File: src/rtl/alu_cmd_sequencer.sv
// Registered command front-end for the 8-bit combinational ALU: accepts one command,
// holds A/B/op stable for the ALU, captures the result, and keeps an accumulator for chaining.
module alu_cmd_sequencer #(
    parameter int WIDTH = 8,
    parameter int CNT_W = 8
) (
    input  logic             clk,
    input  logic             rst,
    input  logic             cmd_valid,
    output logic             cmd_ready,
    input  logic [2:0]       cmd_op,
    input  logic [WIDTH-1:0] cmd_a,
    input  logic [WIDTH-1:0] cmd_b,
    input  logic             cmd_use_acc,
    input  logic             cmd_acc_wr,
    output logic [WIDTH-1:0] alu_a,
    output logic [WIDTH-1:0] alu_b,
    output logic [2:0]       alu_op,
    input  logic [WIDTH-1:0] alu_out,
    output logic             res_valid,
    input  logic             res_ready,
    output logic [WIDTH-1:0] res_data,
    output logic             res_err,
    output logic [WIDTH-1:0] acc,
    output logic [CNT_W-1:0] op_count
);

    // state | meaning
    // IDLE  | ready for a command; ALU inputs hold their last values
    // ISSUE | ALU inputs registered, one cycle for the ALU to settle
    // HOLD  | result held until the consumer takes it
    localparam logic [1:0] IDLE  = 2'd0;
    localparam logic [1:0] ISSUE = 2'd1;
    localparam logic [1:0] HOLD  = 2'd2;

    localparam logic [2:0] ILLEGAL_OP = 3'b111;

    logic [1:0] state;
    logic       acc_wr_q;
    logic       illegal_q;

    assign cmd_ready = (state == IDLE);

    always_ff @(posedge clk or posedge rst) begin
        if (rst) begin
            state     <= IDLE;
            acc_wr_q  <= 1'b0;
            illegal_q <= 1'b0;
            alu_a     <= '0;
            alu_b     <= '0;
            alu_op    <= '0;
            res_valid <= 1'b0;
            res_data  <= '0;
            res_err   <= 1'b0;
            acc       <= '0;
            op_count  <= '0;
        end else begin
            case (state)
                IDLE: begin
                    if (cmd_valid) begin
                        alu_a     <= cmd_use_acc ? acc : cmd_a;
                        alu_b     <= cmd_b;
                        alu_op    <= cmd_op;
                        acc_wr_q  <= cmd_acc_wr;
                        illegal_q <= (cmd_op == ILLEGAL_OP);
                        state     <= ISSUE;
                    end
                end
                ISSUE: begin
                    // an illegal opcode never lets the ALU output reach res_data or acc
                    res_data  <= illegal_q ? '0 : alu_out;
                    res_err   <= illegal_q;
                    res_valid <= 1'b1;
                    if (acc_wr_q && !illegal_q) begin
                        acc <= alu_out;
                    end
                    state <= HOLD;
                end
                HOLD: begin
                    if (res_ready) begin
                        res_valid <= 1'b0;
                        res_err   <= 1'b0;
                        if (!illegal_q) begin
                            op_count <= op_count + {{(CNT_W-1){1'b0}}, 1'b1};
                        end
                        state <= IDLE;
                    end
                end
                default: state <= IDLE;
            endcase
        end
    end

endmodule

File: config.mk
export PLATFORM = sky130hd
export DESIGN_NAME = alu_cmd_sequencer
export DESIGN_NICKNAME = d
export VERILOG_FILES = /design/src/rtl/alu_cmd_sequencer.sv
export SDC_FILE = /design/constraint.sdc
export NUM_CORES = 1
export LEC_CHECK = 0
export CORE_UTILIZATION = 25
export DETAILED_ROUTE_END_ITERATION = 7
export GPL_TIMING_DRIVEN = 0
export HOLD_SLACK_MARGIN = 0.06
export PLACE_DENSITY_LB_ADDON = 0.12
export SETUP_SLACK_MARGIN = 0.3
export SKIP_CTS_REPAIR_TIMING = 1
export SYNTH_ARGS = -nofsm -noshare
export SYNTH_HDL_FRONTEND = slang
export SYNTH_SLANG_ARGS = --single-unit
export TNS_END_PERCENT = 30
File: constraint.sdc
create_clock -name clk -period 3 [get_ports clk]
set_input_delay 0.6 -clock clk [delete_from_list [all_inputs] [get_ports clk]]
set_output_delay 0.6 -clock clk [all_outputs]
set_load 0.03 [all_outputs]
# Word level (Yosys, flattened, before mapping)
# Cells that the tools add are included.
# W data, S select, Z words.
# word_totals
register_bits	49
inputBits	33
out_inout_bits	46
word_cells	35
# op_classes
addsub	1
eq_ne	5
muxes	8
n_bitwise	1
reduce_logical	9
# op_table
op	n
$mux W8	2
$add A8 B1 Y8 const B	1
$reduce_and A2 Y1	4
$pmux W2 S3	1
$mux W2	2
$ne A2 B2 Y1 const B	2
$pmux W1 S2	2
$eq A3 B3 Y1 const B	1
$reduce_and A3 Y1	1
$eq A2 B1 Y1 const B	1
$eq A2 B2 Y1 const B	1
$logic_not A2 Y1	1
$reduce_bool A2 Y1	1
$logic_and A1 B1 Y1	1
$logic_not A1 Y1	1
$mux W1	1
$not A1 Y1	1

# Longest topological paths before layout
# Gate-level depths: netlist (run 1).
# logic_depth
word_depth	3
depth_mapped	5
mapped_depth_nobuf	4

# Least setup slack after synthesis (run 1)
# OpenSTA, ideal clock, no wires.
# synth_path
kind	input -> register
start	input cmd_valid
end	register alu_b[0]
setup_time_ns	0.125
arrival_ns	1.389
required_ns	2.875
slack_ns	1.486
cell_stages	3
n_path_buf	1
path_cell_list	nor3b_2 -> buf_2 -> mux2_2
# synth_via
elab_chain_cells	1
# synth_rtl
element	line	text
from (decl)	9	input logic cmd_valid,
$reduce_and A2 Y1 (no line)	n/a	
to (signal assigned)	62	alu_b <= cmd_b;
to (decl)	17	output logic [WIDTH-1:0] alu_b,
# No other way between the ends.
# A chain may end at the register's enable or synchronous reset.

# Final worst setup path (run 1)
# layout_path
start	register state[0]
end	output cmd_ready
# layout_via
elab_chain_cells	1
# layout_rtl
element	line	text
from (decl)	38	logic [1:0] state;
from (signal assigned)	46	state <= IDLE;
from (signal assigned)	66	state <= ISSUE;
from (signal assigned)	77	state <= HOLD;
$logic_not A2 Y1	42	assign cmd_ready = (state == IDLE);
to (decl)	10	output logic cmd_ready,
# No other way between the ends.

==> results of run 1 <==
## layout make-up
type	instances	area share [%]
tap	102	4.248
sequential	49	40.82
clock buffer	5	2.291
inverter	4	0.4998
buffer	7	1.041
multi-input combinational	105	24.20
timing repair buffer	78	26.32
clock inverter	3	0.5831
## registers in the layout (all words and copies together), names as in the netlist
| signal | cells |
|---|---|
| alu_op | 3 |
| res_valid | 1 |
| acc | 8 |
| alu_b | 8 |
| op_count | 8 |
| res_err | 1 |
| illegal_q | 1 |
| acc_wr_q | 1 |
| res_data | 8 |
| state | 2 |
| alu_a | 8 |
## cell usage after synthesis
master / n
dfrtp_1: 49
nand2_1: 23
mux2_2: 20
nor2_1: 12
a21oi_1: 10
o21ai_0: 10
mux2i_1: 8
buf_2: 4
xor2_1: 4
clkbuf_1: 3
inv_1: 3
xnor2_1: 3
nand2b_1: 2
nand3_1: 2
nand4_1: 2
nor3_1: 2
clkinv_1: 1
ha_1: 1
nand4bb_1: 1
nor3b_2: 1
nor3b_4: 1
nor4_2: 1
nor4bb_1: 1
o22ai_1: 1
## metrics by stage
step	hold WS, ns	cell area, um^2	power, mW
after detailed placement	0.4577	2918	2.926
after global routing	0.4860	3004	3.489
after global placement	0.4590	2898	2.915
after floorplan	0.4816	1999	2.171
after CTS	0.4745	3004	3.331
final	0.4692	3004	3.281
## critical path: stages (launching register included)
cell,delay (ns)
dfrtp_1,0.48
nor2_1,0.14
clkdlybuf4s50_1,0.68
## worst min-delay path by stage
stage | to | slack (ns) | depth (start not counted)
finish | op_count[7]$_DFFE_PP0P_ | 0.47 | 1
global route | op_count[7]$_DFFE_PP0P_ | 0.49 | 1
CTS | op_count[7]$_DFFE_PP0P_ | 0.47 | 1
detailed placement | op_count[7]$_DFFE_PP0P_ | 0.46 | 1
global placement | op_count[7]$_DFFE_PP0P_ | 0.46 | 1
floorplan | acc_wr_q$_DFFE_PP0P_ | 0.48 | 1
## cell families (layout without fill, tap and decap cells)
| kind of cell | after synthesis | in the layout | synth area share, % |
|---|---|---|---|
| AO/OA/AOI/OAI | 21 | 21 | 5.320 |
| XOR/XNOR | 7 | 7 | 3.066 |
| adder cells (fa/ha/maj) | 1 | 1 | 0.6257 |
| buffers and inverters | 11 | 97 | 2.315 |
| flip-flops | 49 | 49 | 61.33 |
| multiplexers | 28 | 28 | 15.27 |
| AND/OR/NAND/NOR | 48 | 48 | 12.08 |
## cells in the final DEF (no fill, tap or decap), drive strengths merged, types with 4 or more instances in the layout
cell type	count
mux2i	8
o21ai	10
buf	5
xor2	4
mux2	20
nor2	12
clkdlybuf4s50	77
a21oi	10
nand2	23
dfrtp	49
clkbuf	8
## metal layers
layer | vias up | routed length, um
met1 | 725 | 2247
met4 | 0 | 45
met5 | - | 0
met3 | 5 | 225
met2 | 34 | 2264
li1 | 729 | -
## power breakdown
group | switching [mW] | internal [mW]
combinational | 0.952 | 0.776
clock | 0.231 | 0.162
sequential | 0.207 | 0.954
total | 1.39 | 1.89
==> impl_metrics.toml, run 1 <==
[outcome]
outcome = "finished clean"

[finish]
nets = 284
fillers = 775
final_util_pct = 38.88
diodes = 0
multiInputGateArea_um2 = 726.9
register_area_um2 = 1226
final_cells = 353
drive_gt1_share_pct = 14.74
area_delta_synth_final_pct = 50.25

[worst_setup_path]
cp-start-kind = "flop"
path_class = "reg -> out"
critical_path_required_ns = 2.40
rr_endpoint = "acc[6]$_DFFE_PP0P_"
reg2reg_setup_slack_ns = 1.30
crit_path_start = "state[0]$_DFFE_PP0P_"
critPathArrivalTime_ns = 1.60
crit_fanout = 8
crit_path_end = "cmd_ready"
reg2reg_from = "state[1]$_DFFE_PP0P_"
r2r.worst_path.cells = 3
end_kind = "primary output"

[clock_network]
clk_latency_ns = 0.30
cts_buffer_depth = 2
numClockSinks = 49
cts_tree = "built"
numCtsBuffers = 5
h-tree-depth = 2
cts_root_buffer = "clkbuf_8"
clkTransAtPathRegs_ns = 0.10

[floorplanning]
initial_utilization_pct = 25.87
ios = 79
dieArea_um2 = 8359
die_h_um = 91.43
num_rows = 32
core_um2 = 7727
dieWidth_um = 91.43

[timing]
finalSetupViolCount = 0
fmaxAchievable_mhz = 454.3
maxSlewHeadroom_pct = 59.89
fin_crit_ns = 2.201
hold_viol = 0
worst_slack_ns = 0.7990
slew_violations = 0
tightest_slew_ns = 0.6017
clock_skew_ns = 0.01175
rsz0062_at_grt = "false"
fin_setup_tns_ns = 0
finalCritPeriodShare_pct = 73.37

[grt]
grt_max_degree = 28
grt_overflow_total = 0
grt_use_total_pct = 11.82
use_met2_pct = 17.61
antenna_found_initial = 0
busiest_layer = "met2"
use_met1_pct = 16.34
met3_usage_pct = 3.183
grt_pass1_vias = 1455
grt_pass1_wl_um = 7548

[synth]
synth-seq-area-share_pct = 61.33
ys_ff_latch = 49
ys_types = 24
netlist.top_cell.by_area = "dfrtp_1"
synth_area_leaders = "dfrtp_1, mux2_2, nand2_1, mux2i_1, a21oi_1"
ys_warn_count = 0
syn_nets = 199
synth_area_per_cell_um2 = 12.12
syn_inst = 165
synth_area_um2 = 1999
synth_top_area_share_pct = 61.33

[power_and_ir_drop]
powerDensity_nw_per_um2 = 1092
peakVddDrop_mv = 0.4516
power.leakage_nw = 1.283

[place]
dp_slack_ns = 0.8351
placedCellCount = 345
dp_hpwl_um = 3509
io_buffer_count = 77
gp_congestion = 0.7333

[detailed_routing]
dr.first_iter.drc_count = 57
ant_nets = 0
wl_per_cell_um = 13.55
drc = 0
vias = 1493
viasPerCell = 4.229
routed_wl_um = 4783
first_pass_iters = 4

[hold_path]
hp-class = "reg -> reg"
min_from = "op_count[7]$_DFFE_PP0P_"

[job]
max-cap-violations = 0
Power figures use the tool's default switching activity.
==> inputs of run 2 (changes only) <==
==> constraint.sdc (replaced) <==
create_clock -name clk -period 2 [get_ports clk]
set_input_delay 0.4 -clock clk [delete_from_list [all_inputs] [get_ports clk]]
set_output_delay 0.4 -clock clk [all_outputs]
set_load 0.03 [all_outputs]
==> impl_metrics.toml, run 2 (synthesized netlist as in run 1, its figures left out) <==
[floorplanning]
num_rows = 32
initial_utilization_pct = 25.87
dieWidth_um = 91.43
core_um2 = 7727
die_h_um = 91.43
ios = 79
dieArea_um2 = 8359

[grt]
grt_max_degree = 28
grt_use_total_pct = 11.82
antenna_found_initial = 0
grt_pass1_vias = 1455
grt_overflow_total = 0
grt_pass1_wl_um = 7548

[detailed_routing]
met1_length_um = 2287
routed-wl-met3_um = 225
vias = 1485
viasPerCell = 4.207
routed_wl_um = 4827
highest_layer = "met4"
route.met2.wl_um = 2269
ant_nets = 0
drc = 0
dr.first_iter.drc_count = 52
wl_per_cell_um = 13.67
first_pass_iters = 4

[place]
io_buffer_count = 77
gp_congestion = 0.7333
dp_slack_ns = 0.03506
placed_cell_area_um2 = 2918
dp_hpwl_um = 3509

[clock_network]
numClockSinks = 49
numCtsBuffers = 5
cts_root_buffer = "clkbuf_8"
cts_buffer_depth = 2
clkTransAtPathRegs_ns = 0.10
cts_tree = "built"
h-tree-depth = 2
clk_latency_ns = 0.30

[worst_setup_path]
critPathArrivalTime_ns = 1.35
end_kind = "primary output"
max_stage_delay_ns = 0.67
crit_fanout = 2
path_class = "reg -> out"
critical_path_required_ns = 1.60
path_cells = "clkdlybuf4s50_1"
path_delay_family = "buffers and inverters"
cp-start-kind = "flop"
critPathBufInv = 1
crit_slowest_cell = "clkdlybuf4s50_1"

[finish]
final_cell_mix = "clkdlybuf4s50_1, dfrtp_1, nand2_1, mux2_2, dlymetal6s2s_1"
post-route-cell-area_um2 = 3049
drive_gt1_share_pct = 14.74
diodes = 0
register_area_um2 = 1226
multiInputGateArea_um2 = 726.9
layout_commonest_cell = "clkdlybuf4s50_1"
fillers = 769
area_delta_synth_final_pct = 52.50
nets = 284

[timing]
finalCritPeriodShare_pct = 87.61
hold_viol = 0
fmaxAchievable_mhz = 570.7
clock_skew_ns = 0.01172
maxSlewHeadroom_pct = 59.88
worst_slack_ns = 0.2478
fin_setup_tns_ns = 0
rsz0062_at_grt = "true"
tightest_slew_ns = 0.6018
fin_crit_ns = 1.752
slew_violations = 0
finalSetupViolCount = 0

[power_and_ir_drop]
power_frac_seq_pct = 35.5
p_int_mw = 2.813
powerDensity_nw_per_um2 = 1606
power.leakage_nw = 1.502
p_clk_share_pct = 12.0
p_switching_mw = 2.084
swShare_pct = 42.56
peakVddDrop_mv = 0.6690
p_comb_share_pct = 52.5

[job]
max-cap-violations = 0

[outcome]
outcome = "finished clean"

[hold_path]
hp-class = "in -> async"
-- run 2: cell count changes in the layout (fill, tap and decap cells not counted), sizes merged --
cell and change:
clkdlybuf4s50 -18, dlymetal6s2s +18
-- run 2: power by group through the flow --
stage / logic [mW] / registers [mW] / clock network, mW
finish: 2.57 / 1.74 / 0.589
global route: 2.73 / 1.81 / 0.661
CTS: 2.63 / 1.75 / 0.613
detailed placement: 2.62 / 1.77 / 0
global placement: 2.60 / 1.77 / 0
floorplan: 0.725 / 2.53 / 0
-- run 2: final cells by class --
class,instances,area share [%]
Clock inverter,3,0.5745
Multi-Input combinational cell,105,23.84
Sequential cell,49,40.21
Clock buffer,5,2.257
Buffer,7,1.026
Inverter,4,0.4924
Tap cell,102,4.185
Timing Repair Buffer,78,27.41
-- run 2: worst register-to-register path, cell delays in order (launching register included) --
cell      delay [ns]
dfrtp_1         0.48
nand2b_1        0.23
nor3b_4         0.49
mux2_2          0.40
-- run 2: stage by stage --
| step | power [mW] | std cells | utilization, % | hold WS (ns) |
|---|---|---|---|---|
| after floorplan | 3.256 | 165 | - | 0.4816 |
| after global placement | 4.373 | 344 | 37.50 | 0.4590 |
| after detailed placement | 4.389 | 345 | 37.76 | 0.4577 |
| after CTS | 4.997 | 353 | 38.88 | 0.4631 |
| after global routing | 5.207 | 353 | 39.46 | 0.4845 |
| final | 4.897 | 353 | 39.46 | 0.4480 |
-- run 2: final timing paths --
check | start | to | slack, ns | depth (start not counted)
max | res_data[2]$_DFFE_PP0P_ | res_data[2] | 0.25 | 1
min | rst | alu_b[7]$_DFFE_PP0P_ | 0.45 | 2
max reg2reg | state[1]$_DFFE_PP0P_ | acc[6]$_DFFE_PP0P_ | 0.30 | 3
min reg2reg | op_count[7]$_DFFE_PP0P_ | op_count[7]$_DFFE_PP0P_ | 0.47 | 1
max in group asynchronous | rst | acc[1]$_DFFE_PP0P_ | 1.03 | 3
min in group clk | op_count[7]$_DFFE_PP0P_ | op_count[7]$_DFFE_PP0P_ | 0.47 | 1
-- run 2: layer usage --
| layer | vias to the layer above | global-route usage (%) |
|---|---|---|
| li1 | 725 | - |
| met5 | - | 0 |
| met3 | 5 | 3.183 |
| met1 | 721 | 16.34 |
| met4 | 0 | 4.365 |
| met2 | 34 | 17.61 |
